## config.mk

```make
export PLATFORM = sky130hd
export DESIGN_NAME = mem_port_arbiter
export DESIGN_NICKNAME = d
export VERILOG_FILES = /design/src/rtl/mem_port_arbiter.sv
export SDC_FILE = /design/constraint.sdc
export NUM_CORES = 1
export LEC_CHECK = 0
export CAP_MARGIN = 20
export CORE_MARGIN = 5
export CORE_UTILIZATION = 45
export CTS_BUF_LIST = sky130_fd_sc_hd__clkbuf_4 sky130_fd_sc_hd__clkbuf_8
export DETAILED_ROUTE_END_ITERATION = 10
export PLACE_DENSITY = 0.95
export SETUP_SLACK_MARGIN = 0.2
export SYNTH_ARGS = -nofsm -noshare
export SYNTH_HDL_FRONTEND = slang
export SYNTH_SLANG_ARGS = --single-unit
```

## constraint.sdc

```tcl
create_clock -name clk -period 7.01 [get_ports clk]
set_input_delay 1.7525 -clock clk [delete_from_list [all_inputs] [get_ports clk]]
set_output_delay 1.7525 -clock clk [all_outputs]
set_load 0.1 [all_outputs]
```

## src/rtl/mem_port_arbiter.sv

```systemverilog
// Arbiter sharing one single-ported memory among program loader, data port and fetch (LD > DM > IF).
// Defining MEM_ARB_STARVE_GUARD_EN adds a guard that forces a fetch grant after STARVE_LIMIT non-fetch grants.
module mem_port_arbiter #(
    parameter int ADDR_W       = 12,
    parameter int DATA_W       = 32,
    parameter int STARVE_LIMIT = 4
) (
    input  logic              clk,
    input  logic              reset,
    input  logic              if_req,
    input  logic [ADDR_W-1:0] if_addr,
    output logic              if_ready,
    output logic [DATA_W-1:0] if_rdata,
    input  logic              dm_req,
    input  logic              dm_we,
    input  logic [ADDR_W-1:0] dm_addr,
    input  logic [DATA_W-1:0] dm_wdata,
    output logic              dm_ready,
    output logic [DATA_W-1:0] dm_rdata,
    input  logic              ld_req,
    input  logic [ADDR_W-1:0] ld_addr,
    input  logic [DATA_W-1:0] ld_wdata,
    output logic              ld_ready,
    output logic              mem_req,
    output logic              mem_we,
    output logic [ADDR_W-1:0] mem_addr,
    output logic [DATA_W-1:0] mem_wdata,
    input  logic [DATA_W-1:0] mem_rdata,
    input  logic              mem_ready,
    output logic              cpu_stall
);
    typedef enum logic [1:0] {IDLE, ACCESS, RESP} state_t;
    typedef enum logic [1:0] {G_IF, G_DM, G_LD} grant_t;

    state_t            state_q, state_d;
    grant_t            grant_q, grant_d;
    logic              mem_req_q, mem_req_d;
    logic              mem_we_q, mem_we_d;
    logic [ADDR_W-1:0] mem_addr_q, mem_addr_d;
    logic [DATA_W-1:0] mem_wdata_q, mem_wdata_d;
    logic [DATA_W-1:0] if_rdata_q, if_rdata_d;
    logic [DATA_W-1:0] dm_rdata_q, dm_rdata_d;
    logic              if_ready_q, if_ready_d;
    logic              dm_ready_q, dm_ready_d;
    logic              ld_ready_q, ld_ready_d;

    logic   arb_en, elig_if, elig_dm, elig_ld, force_if, grant_valid;
    grant_t arb_sel;

    // The requester being acknowledged in RESP still has req high; it must not be re-granted.
    assign arb_en  = (state_q == IDLE) || (state_q == RESP);
    assign elig_if = if_req && !((state_q == RESP) && (grant_q == G_IF));
    assign elig_dm = dm_req && !((state_q == RESP) && (grant_q == G_DM));
    assign elig_ld = ld_req && !((state_q == RESP) && (grant_q == G_LD));

`ifdef MEM_ARB_STARVE_GUARD_EN
    localparam int CNT_W = $clog2(STARVE_LIMIT + 1);
    logic [CNT_W-1:0] starve_cnt_q, starve_cnt_d;

    assign force_if = elig_if && (starve_cnt_q == CNT_W'(STARVE_LIMIT));

    always_comb begin
        starve_cnt_d = starve_cnt_q;
        if (arb_en && grant_valid) begin
            if (arb_sel == G_IF)
                starve_cnt_d = '0;
            else if (if_req && (starve_cnt_q != CNT_W'(STARVE_LIMIT)))
                starve_cnt_d = starve_cnt_q + CNT_W'(1);
        end
    end

    always_ff @(posedge clk or posedge reset) begin
        if (reset) starve_cnt_q <= '0;
        else       starve_cnt_q <= starve_cnt_d;
    end
`else
    logic [31:0] unused_starve_limit;
    assign unused_starve_limit = 32'(STARVE_LIMIT);
    assign force_if = 1'b0;
`endif

    always_comb begin
        grant_valid = 1'b1;
        arb_sel     = G_IF;
        if (force_if)     arb_sel = G_IF;
        else if (elig_ld) arb_sel = G_LD;
        else if (elig_dm) arb_sel = G_DM;
        else if (elig_if) arb_sel = G_IF;
        else              grant_valid = 1'b0;
    end

    always_comb begin
        state_d     = state_q;
        grant_d     = grant_q;
        mem_req_d   = mem_req_q;
        mem_we_d    = mem_we_q;
        mem_addr_d  = mem_addr_q;
        mem_wdata_d = mem_wdata_q;
        if_rdata_d  = if_rdata_q;
        dm_rdata_d  = dm_rdata_q;
        if_ready_d  = 1'b0;
        dm_ready_d  = 1'b0;
        ld_ready_d  = 1'b0;
        case (state_q)
            ACCESS: begin
                if (mem_ready) begin
                    state_d   = RESP;
                    mem_req_d = 1'b0;
                    mem_we_d  = 1'b0;
                    case (grant_q)
                        G_IF: begin
                            if_ready_d = 1'b1;
                            if_rdata_d = mem_rdata;
                        end
                        G_DM: begin
                            dm_ready_d = 1'b1;
                            if (!mem_we_q) dm_rdata_d = mem_rdata;
                        end
                        default: ld_ready_d = 1'b1;
                    endcase
                end
            end
            default: begin
                if (grant_valid) begin
                    state_d   = ACCESS;
                    grant_d   = arb_sel;
                    mem_req_d = 1'b1;
                    case (arb_sel)
                        G_LD: begin
                            mem_we_d    = 1'b1;
                            mem_addr_d  = ld_addr;
                            mem_wdata_d = ld_wdata;
                        end
                        G_DM: begin
                            mem_we_d    = dm_we;
                            mem_addr_d  = dm_addr;
                            mem_wdata_d = dm_wdata;
                        end
                        default: begin
                            mem_we_d   = 1'b0;
                            mem_addr_d = if_addr;
                        end
                    endcase
                end else begin
                    state_d = IDLE;
                end
            end
        endcase
    end

    always_ff @(posedge clk or posedge reset) begin
        if (reset) begin
            state_q     <= IDLE;
            grant_q     <= G_IF;
            mem_req_q   <= 1'b0;
            mem_we_q    <= 1'b0;
            mem_addr_q  <= '0;
            mem_wdata_q <= '0;
            if_rdata_q  <= '0;
            dm_rdata_q  <= '0;
            if_ready_q  <= 1'b0;
            dm_ready_q  <= 1'b0;
            ld_ready_q  <= 1'b0;
        end else begin
            state_q     <= state_d;
            grant_q     <= grant_d;
            mem_req_q   <= mem_req_d;
            mem_we_q    <= mem_we_d;
            mem_addr_q  <= mem_addr_d;
            mem_wdata_q <= mem_wdata_d;
            if_rdata_q  <= if_rdata_d;
            dm_rdata_q  <= dm_rdata_d;
            if_ready_q  <= if_ready_d;
            dm_ready_q  <= dm_ready_d;
            ld_ready_q  <= ld_ready_d;
        end
    end

    assign mem_req   = mem_req_q;
    assign mem_we    = mem_we_q;
    assign mem_addr  = mem_addr_q;
    assign mem_wdata = mem_wdata_q;
    assign if_rdata  = if_rdata_q;
    assign dm_rdata  = dm_rdata_q;
    assign if_ready  = if_ready_q;
    assign dm_ready  = dm_ready_q;
    assign ld_ready  = ld_ready_q;
    assign cpu_stall = (if_req && !if_ready_q) || (dm_req && !dm_ready_q);

endmodule

```

==> results of run 1 <==
[synthesized netlist by cell type]
cell type  number
a21oi_1        33
buf_2           5
a32o_1          1
o21ai_0        41
a2bb2oi_1       9
buf_6           2
nor4bb_1        1
o21bai_1        1
o211a_1         1
o21a_1          1
nand2_1         6
dfrtp_1       117
o22ai_1         1
nand3_1        33
clkbuf_1       32
mux2_4          5
nor4_2          1
nand4bb_1       2
and2_1          4
mux2_2         70
or2_2           2
or4b_2          1
a21o_1          2
inv_1           8
nor2_1          1
a31oi_1        32
mux2i_1         6
a32oi_1        10
mux2_1          1
a221o_1         3
o211ai_1        1
nand2b_1        4
buf_4           3
nor3b_1         1
nor3_1          1
[registers in the layout (all words and copies together), names as in the netlist, 2 cells and up]
signal / count
if_rdata: 32
mem_wdata: 32
state_q: 2
grant_q: 2
dm_rdata: 32
mem_addr: 12
[layer usage]
| metal | global-route usage (%) | vias to the layer above | routed length [µm] |
|---|---|---|---|
| met3 | 9.56 | 39 | 1820 |
| met5 | 0 | - | 0 |
| met1 | 26.8 | 2295 | 6220 |
| met2 | 39.6 | 310 | 8380 |
| met4 | 8.96 | 0 | 457 |
| li1 | - | 2115 | - |
[kinds of logic (layout without fill, tap and decap cells)]
kind of cell	after synthesis	count (layout)	synth area share, %
AOI/OAI and AO/OA	136	136	15.9
DFF	117	117	55.9
muxes	82	82	17.9
and+or+nand+nor	57	57	6.14
buffers and inverters	50	298	4.21
[final cells by class]
type                            instances  area, µm²  share of cell area (%)
Sequential cell                       117       2930                    35.5
Multi-Input combinational cell        275       2100                    25.5
Timing Repair Buffer                  258       2580                    31.3
Clock buffer                           18        248                    3.01
Inverter                                8       32.5                   0.395
Tap cell                              143        179                    2.17
Clock inverter                         14        176                    2.14
[through the flow]
step,setup WS (ns),hold slack [ns]
detailed placement,2.00,0.483
CTS,2.00,0.510
global placement,2.02,0.468
global route,1.82,0.520
finish,1.94,0.501
floorplan,1.54,0.532
[worst min path at each step]
stage | start | to | slack [ns] | cells past startpoint
after floorplan | grant_q[1] | dm_ready | 0.53 | 1
after global placement | dm_rdata[23] | dm_rdata[23] | 0.47 | 1
after detailed placement | mem_req | mem_req | 0.48 | 1
after CTS | if_rdata[8] | if_rdata[8] | 0.51 | 1
after global routing | if_rdata[26] | if_rdata[26] | 0.52 | 1
final | mem_req | mem_req | 0.50 | 1
[cells in the final DEF (no fill, tap or decap), types with 2 or more instances in the layout]
master / n
bufinv_16: 3
mux2_2: 70
clkdlybuf4s50_1: 250
clkbuf_8: 18
inv_1: 7
a31oi_1: 32
buf_4: 5
nand2b_1: 4
mux2i_1: 6
nand2_1: 6
inv_6: 3
a221o_1: 3
a2bb2oi_1: 9
dfrtp_1: 117
nand3_1: 32
a21o_1: 2
clkinvlp_4: 5
nand4bb_1: 2
o21ai_0: 41
or2_2: 2
a21oi_1: 33
clkinv_4: 2
mux2_4: 5
a32oi_1: 10
and2_1: 4
==> results.md, run 1 <==
- Worst Skew: about 0.014 ns
- 1st-iter DRT viols: between 700 and 800
- Register area share after synthesis: 55.9%
- Syn Std Cell Area: 5240 µm²
- First-pass iteration count of the detailed router: 6
- Depth of the CTS H-tree: 4
- Worst R2R Start: grant_q[1]
- Slew margin rel.: around 28%
- CP bufs+invs: 4
- I/O pin total: 253
- Input/output buffers: 252
- CP Data Arrival Time: about 3.3 ns
- Clock root buffer: clkbuf_8
- Hpwl dp: 12,200 µm
- Layout cell share with drive strength beyond 1: between 10% and 20%
- Most frequent CP cell: buf_4
- Antenna cells: 0
- RSZ-0062 raised after global routing: no
- Clock sinks: 117
- TritonCTS clock tree: done
- Hold_buf cts: 0
- P&R area growth vs syn: 57.4%
- Die Height: around 120 µm
- CP Launch Point: dm_req
- Max-cap violation count: 0
- Mapped Cells: 442
- Via density: 5.71
- Post-CTS sizing: 0
- Synth area leaders: dfrtp_1 56%, mux2_2 15%, o21ai_0 3.9%
- Grt ovf: 0
- Largest net degree at the start of global routing: between 60 and 70
- Final Util: 72.2%
- Status: finished, final reports clean
- Site Rows: 39
- Clock Latency Late Sink: 0.42 ns
- Tcrit/Tclk final: 72.3%
- Reg2reg end: mem_addr[4]
- FMAX: roughly 200 MHz
- Post-synth top area share: 55.9%
- Worst path slowest cell: buf_2
- Setup bufs post-CTS: 0
- Setup-failing EPs final: 0
- CORE AREA: roughly 11,000 µm²
- Crit path capture: cpu_stall
- Placer Congestion: 0.882
- #FFs+latches synth: 117
- Num CTS Buffers: 17
- Final-layout fill cell count: around 780
- Reg2Reg Setup Slack: 3.74 ns
- Post-DP Area: 7780 µm²
- CP Max Fanout: 53
- Worst path required time: ~5.3 ns
- Final ANT Viol Nets: 0
- Syn avg cell area: roughly 12 µm²
- Final Slew Violations: 0
- Setup TNS: 0 ns
- DRC: 0
- Yosys cell types: 35
- Die W: 118 µm
- First-pass GRT wire length: 26,400 µm
- Routed WL per cell: 20.3 µm
- Critical-path cell list: buf_2 -> inv_1 -> buf_4 -> o22ai_1 -> buf_4
- Critical path type: in -> out
- Detailed-route via count: 4,759
- Post-synth top area cell: dfrtp_1
- Tightest Pin Transition: approximately 1.1 ns
- Minimum clock period after layout: 5.07 ns
- Fin. Hold Viols: 0
- Cell count along the critical path: 5
- DP Cell Count: 799
- CP peak stage delay: 0.67 ns
- CP delay by family, top: buffers and inverters
- Final WL: roughly 17,000 µm
- Longest Clk Path Bufs: 2
- Antenna violations before repair: 0
- Clock transition at path regs: approximately 0.07 ns
- Synth Warn #: 0
- Global Route Usage Sum: 23.5%
- Syn nets: ~580
- Layout Nets: 816
- Worst Reg2Reg Path Length in Cells: 4
- Final instance area: 8240 µm²
- Type of the most critical hold path: reg -> reg
- Initial Util: 45.8%
- Crit start category: input pin
- Vias in the first global route: 5,011
- Finished Layout Cells: approximately 830
- Worst Setup End Kind: output pin
- Die area: 13,900 µm²
Power of run 1 is not shown: default switching activity piles up to over one toggle a cycle in this logic, so the estimate is an artifact.
==> run 2: changes to the inputs <==
--- a/config.mk
+++ b/config.mk
@@ -7,10 +7,10 @@
 export LEC_CHECK = 0
 export CAP_MARGIN = 20
 export CORE_MARGIN = 5
-export CORE_UTILIZATION = 45
+export CORE_UTILIZATION = 42
 export CTS_BUF_LIST = sky130_fd_sc_hd__clkbuf_4 sky130_fd_sc_hd__clkbuf_8
 export DETAILED_ROUTE_END_ITERATION = 10
-export PLACE_DENSITY = 0.95
+export PLACE_DENSITY = 0.92
 export SETUP_SLACK_MARGIN = 0.2
 export SYNTH_ARGS = -nofsm -noshare
 export SYNTH_HDL_FRONTEND = slang
==> constraint.sdc (replaced) <==
create_clock -name clk -period 5 [get_ports clk]
set_input_delay 1.25 -clock clk [delete_from_list [all_inputs] [get_ports clk]]
set_output_delay 1.25 -clock clk [all_outputs]
set_load 0.1 [all_outputs]
==> results.md, run 2 (same netlist as run 1, synthesis figures left out) <==
- Routed WL per cell: 20.0 µm (-1.1%)
- Vias in the first global route: 5,114 (+2.1%)
- Die Height: 122 µm (+3.2%)
- Minimum clock period after layout: 3.53 ns
- First-pass iteration count of the detailed router: 8 (+2)
- Hpwl dp: 12,700 µm (+3.7%)
- 1st-iter DRT viols: 445 (-40%)
- Hold_ws: 0.506 ns (+0.00531 ns)
- Worst Setup End Kind: output pin
- Worst path required time: 3.75 ns (-1.51 ns)
- Placer Congestion: 0.862 (-2.3%)
- Critical path type: in -> out
- Fin. Hold Viols: 0 (unchanged)
- Layout Nets: 821 (+0.61%)
- Final Slew Violations: 0 (unchanged)
- CP Data Arrival Time: 2.28 ns (-1.03 ns)
- Global Route Usage Sum: 23.3% (-0.24 points)
- Commonest non-fill, non-tap cell in the layout: clkdlybuf4s50_1
- Final WL: 17,300 µm (+2.5%)
- Depth of the CTS H-tree: 4 (unchanged)
- Tightest Pin Transition: 1.10 ns (+0.0310 ns)
- Worst Skew: 0.00808 ns (-0.00635 ns)
- Final ANT Viol Nets: 0 (unchanged)
- Antenna violations before repair: 0 (unchanged)
- CORE AREA: 12,100 µm² (+6.1%)
- Clock Latency Late Sink: 0.43 ns (about the same)
- Clock sinks: 117 (unchanged)
- TritonCTS clock tree: done
- I/O pin total: 253 (unchanged)
- Type of the most critical hold path: reg -> reg
- Crit start category: input pin
- Hold_buf cts: 0 (unchanged)
- Largest net degree at the start of global routing: 71 (+6.0%)
- Slew margin rel.: 26.9% (-1.5 points)
- Setup bufs post-CTS: 0 (unchanged)
- Grt ovf: 0 (unchanged)
- First-pass GRT wire length: 27,100 µm (+2.6%)
- Post-CTS sizing: 0 (unchanged)
- Tcrit/Tclk final: 70.6%
- Input/output buffers: 252 (unchanged)
- Setup TNS: 0 ns (unchanged)
- Detailed-route via count: 4,823 (+1.3%)
- Clock root buffer: clkbuf_8
- DRC: 0 (unchanged)
- Status: finished, final reports clean
- FMAX: roughly 280 MHz
- Num CTS Buffers: 17 (unchanged)
- Antenna cells: 0 (unchanged)
- Most frequent cells in the layout: 250 x clkdlybuf4s50_1, 117 x dfrtp_1, 70 x mux2_2, 41 x o21ai_0
- Via density: 5.59 (-2.2%)
- Longest Clk Path Bufs: 2 (unchanged)
- Site Rows: 40 (+2.6%)
- CP Max Fanout: 2 (-96%)
- RSZ-0062 raised after global routing: no
- Initial Util: 43.2% (-2.6 points)
- Clock transition at path regs: 0.07 ns (about the same)
- Layout cell share with drive strength beyond 1: 18.0% (+0.45 points)
- Die W: 122 µm (+3.2%)
- Max-cap violation count: 0 (unchanged)
- P&R area growth vs syn: 57.1%
- Die area: 14,800 µm² (+6.5%)
- Setup-failing EPs final: 0 (unchanged)
==> run 2: final timing paths <==
check | start | end | slack (ns) | depth (start not counted)
worst min register to register | mem_addr[4] | mem_addr[4] | 0.51 | 1
worst max register to register | grant_q[1] | mem_addr[3] | 2.04 | 5
max in group asynchronous | reset | dm_rdata[26] | 2.73 | 3
min in group asynchronous | reset | mem_wdata[1] | 1.35 | 2
worst min-delay path | mem_addr[4] | mem_addr[4] | 0.51 | 1
worst max-delay path | if_req | cpu_stall | 1.47 | 4
==> run 2: cell type report <==
class | count | area, µm²
clock inverter | 14 | 105
tap | 168 | 210
inverter | 8 | 32.5
clock buffer | 18 | 248
sequential | 117 | 2930
multi-input combinational | 275 | 2100
timing repair buffer | 263 | 2610
fill | 891 | 3880
==> run 2: worst max-delay path: stages <==
cell             delay [ns]
clkdlybuf4s50_1        0.50
inv_1                  0.05
o22ai_1                0.25
buf_12                 0.21
==> run 2: per-layer routing <==
| layer | GRT usage, % | share of wire, % | vias up |
|---|---|---|---|
| li1 | - | - | 2121 |
| met1 | 26.2 | 36 | 2338 |
| met2 | 39.0 | 49 | 334 |
| met3 | 11.0 | 13 | 30 |
| met4 | 7.98 | 1.7 | 0 |
| met5 | 0 | 0 | - |
==> run 2: metrics by stage <==
step / instance area [µm²] / instances / utilization, % / setup WS (ns)
2_1_floorplan: 5240 / 442 / - / 0.537
3_3_place_gp: 7870 / 830 / 65.0 / 1.45
3_5_place_dp: 7870 / 830 / 65.0 / 1.29
4_1_cts: 8220 / 862 / 67.9 / 1.46
5_1_grt: 8230 / 863 / 67.9 / 1.41
6_report: 8230 / 863 / 67.9 / 1.47
Power of run 2 is left out for the same reason.
==> run 3: changes to the inputs <==
--- a/config.mk
+++ b/config.mk
@@ -7,10 +7,10 @@
 export LEC_CHECK = 0
 export CAP_MARGIN = 20
 export CORE_MARGIN = 5
-export CORE_UTILIZATION = 42
+export CORE_UTILIZATION = 38
 export CTS_BUF_LIST = sky130_fd_sc_hd__clkbuf_4 sky130_fd_sc_hd__clkbuf_8
 export DETAILED_ROUTE_END_ITERATION = 10
-export PLACE_DENSITY = 0.92
+export PLACE_DENSITY = 0.88
 export SETUP_SLACK_MARGIN = 0.2
 export SYNTH_ARGS = -nofsm -noshare
 export SYNTH_HDL_FRONTEND = slang
==> constraint.sdc (replaced) <==
create_clock -name clk -period 2.9 [get_ports clk]
set_input_delay 0.725 -clock clk [delete_from_list [all_inputs] [get_ports clk]]
set_output_delay 0.725 -clock clk [all_outputs]
set_load 0.1 [all_outputs]
==> results.md, run 3 (same netlist as run 1, synthesis figures left out) <==
- Initial Util: 39.1% (-4.2 points)
- Tcrit/Tclk final: 83.3%
- Crit start category: input pin
- Site Rows: 42 (+5.0%)
- Antenna cells: 0 (unchanged)
- Final Slew Violations: 0 (unchanged)
- Max-cap violation count: 0 (unchanged)
- I/O pin total: 253 (unchanged)
- TritonCTS clock tree: done
- Antenna violations before repair: 0 (unchanged)
- First-pass iteration count of the detailed router: 4 (-4)
- Commonest non-fill, non-tap cell in the layout: clkdlybuf4s50_1
- Hpwl dp: 12,000 µm (-5.6%)
- CP Max Fanout: 2 (unchanged)
- First-pass GRT wire length: 26,400 µm (-2.7%)
- Final ANT Viol Nets: 0 (unchanged)
- DRC: 0 (unchanged)
- Critical-path cell list: clkdlybuf4s50_1 -> inv_1 -> o22ai_4 -> buf_12
- Input/output buffers: 252 (unchanged)
- CP Data Arrival Time: 1.69 ns (-0.59 ns)
- CP Launch Point: if_req
- Routed WL per cell: 19.2 µm (-4.4%)
- Setup-failing EPs final: 0 (unchanged)
- Worst Skew: 0.0123 ns (+0.00417 ns)
- P&R area growth vs syn: 54.3%
- Reg2reg end: mem_wdata[18]
- CP bufs+invs: 3 (unchanged)
- Reg2Reg Setup Slack: 0.71 ns (-1.33 ns)
- Longest Clk Path Bufs: 2 (unchanged)
- Worst path required time: 2.17 ns (-1.58 ns)
- Largest net degree at the start of global routing: 118 (+66%)
- Fin. Hold Viols: 0 (unchanged)
- CORE AREA: 13,400 µm² (+11%)
- RSZ-0062 raised after global routing: no
- Setup bufs post-CTS: 0 (unchanged)
- Clock sinks: 117 (unchanged)
- Global Route Usage Sum: 20.5% (-2.8 points)
- Post-CTS sizing: 0 (unchanged)
- Critical path type: in -> out
- Most frequent cells in the layout: 137 x clkdlybuf4s50_1, 124 x buf_4, 117 x dfrtp_1, 70 x mux2_2, 41 x o21ai_0
- Layout cell share with drive strength beyond 1: 34.8% (+17 points)
- Placer Congestion: 0.938 (+8.9%)
- Layout Nets: 825 (+0.49%)
- CP peak stage delay: 0.49 ns (about the same)
- Crit path capture: cpu_stall
- Type of the most critical hold path: reg -> reg
- Tightest Pin Transition: 0.815 ns (-0.281 ns)
- Die W: 127 µm (+4.7%)
- Cell count along the critical path: 4 (unchanged)
- Vias in the first global route: 5,118 (+0.078%)
- Depth of the CTS H-tree: 4 (unchanged)
- Detailed-route via count: 4,788 (-0.73%)
- Minimum clock period after layout: 2.41 ns
- Clock transition at path regs: 0.07 ns (about the same)
- Via density: 5.47 (-2.1%)
- Setup TNS: 0 ns (unchanged)
- Die Height: 127 µm (+4.7%)
- Status: finished, final reports clean
- Slew margin rel.: 45.6% (+19 points)
- Clock Latency Late Sink: 0.44 ns (about the same)
- Worst Reg2Reg Path Length in Cells: 4 (-1)
- Grt ovf: 0 (unchanged)
- FMAX: 414 MHz
- Num CTS Buffers: 17 (unchanged)
- Hold_buf cts: 0 (unchanged)
- Worst path slowest cell: clkdlybuf4s50_1
- Die area: 16,200 µm² (+9.6%)
- CP delay by family, top: buffers and inverters
- Worst R2R Start: grant_q[1]
- Final WL: 16,800 µm (-3.1%)
- Clock root buffer: clkbuf_8
- Worst Setup End Kind: output pin
- Hold_ws: 0.491 ns (-0.0147 ns)
- 1st-iter DRT viols: 271 (-39%)
run 3: worst min-delay path by stage:
stage	start	slack [ns]	to	depth (start not counted)
after floorplan	grant_q[1]	0.53	dm_ready	1
after global placement	dm_rdata[23]	0.47	dm_rdata[23]	1
after detailed placement	dm_rdata[23]	0.48	dm_rdata[23]	1
after CTS	dm_rdata[23]	0.50	dm_rdata[23]	1
after global routing	mem_req	0.52	mem_req	1
final	dm_rdata[23]	0.49	dm_rdata[23]	1
run 3: layout make-up:
cell class / count / area, µm²
Fill cell: 1023 / 5320
Tap cell: 176 / 220
Multi-Input combinational cell: 275 / 2110
Clock inverter: 14 / 126
Clock buffer: 18 / 248
Sequential cell: 117 / 2930
Inverter: 8 / 33.8
Timing Repair Buffer: 267 / 2410
run 3: metal layers:
layer / vias to the layer above / GRT usage (%) / share of wire (%)
met1: 2341 / 22.6 / 36
met2: 289 / 34.5 / 49
met5: - / 0 / 0
li1: 2127 / - / -
met4: 0 / 8.96 / 2.3
met3: 31 / 8.72 / 12
run 3: metrics by stage:
step / cell area [µm²] / util (%) / std cells / setup slack, ns
3_3_place_gp: 7680 / 57.3 / 842 / 0.308
5_1_grt: 8080 / 60.3 / 875 / 0.441
3_5_place_dp: 7680 / 57.3 / 842 / 0.146
4_1_cts: 8050 / 60.1 / 874 / 0.478
2_1_floorplan: 5250 / - / 442 / 0.402
6_report: 8080 / 60.3 / 875 / 0.486
Power of run 3 is left out for the same reason.
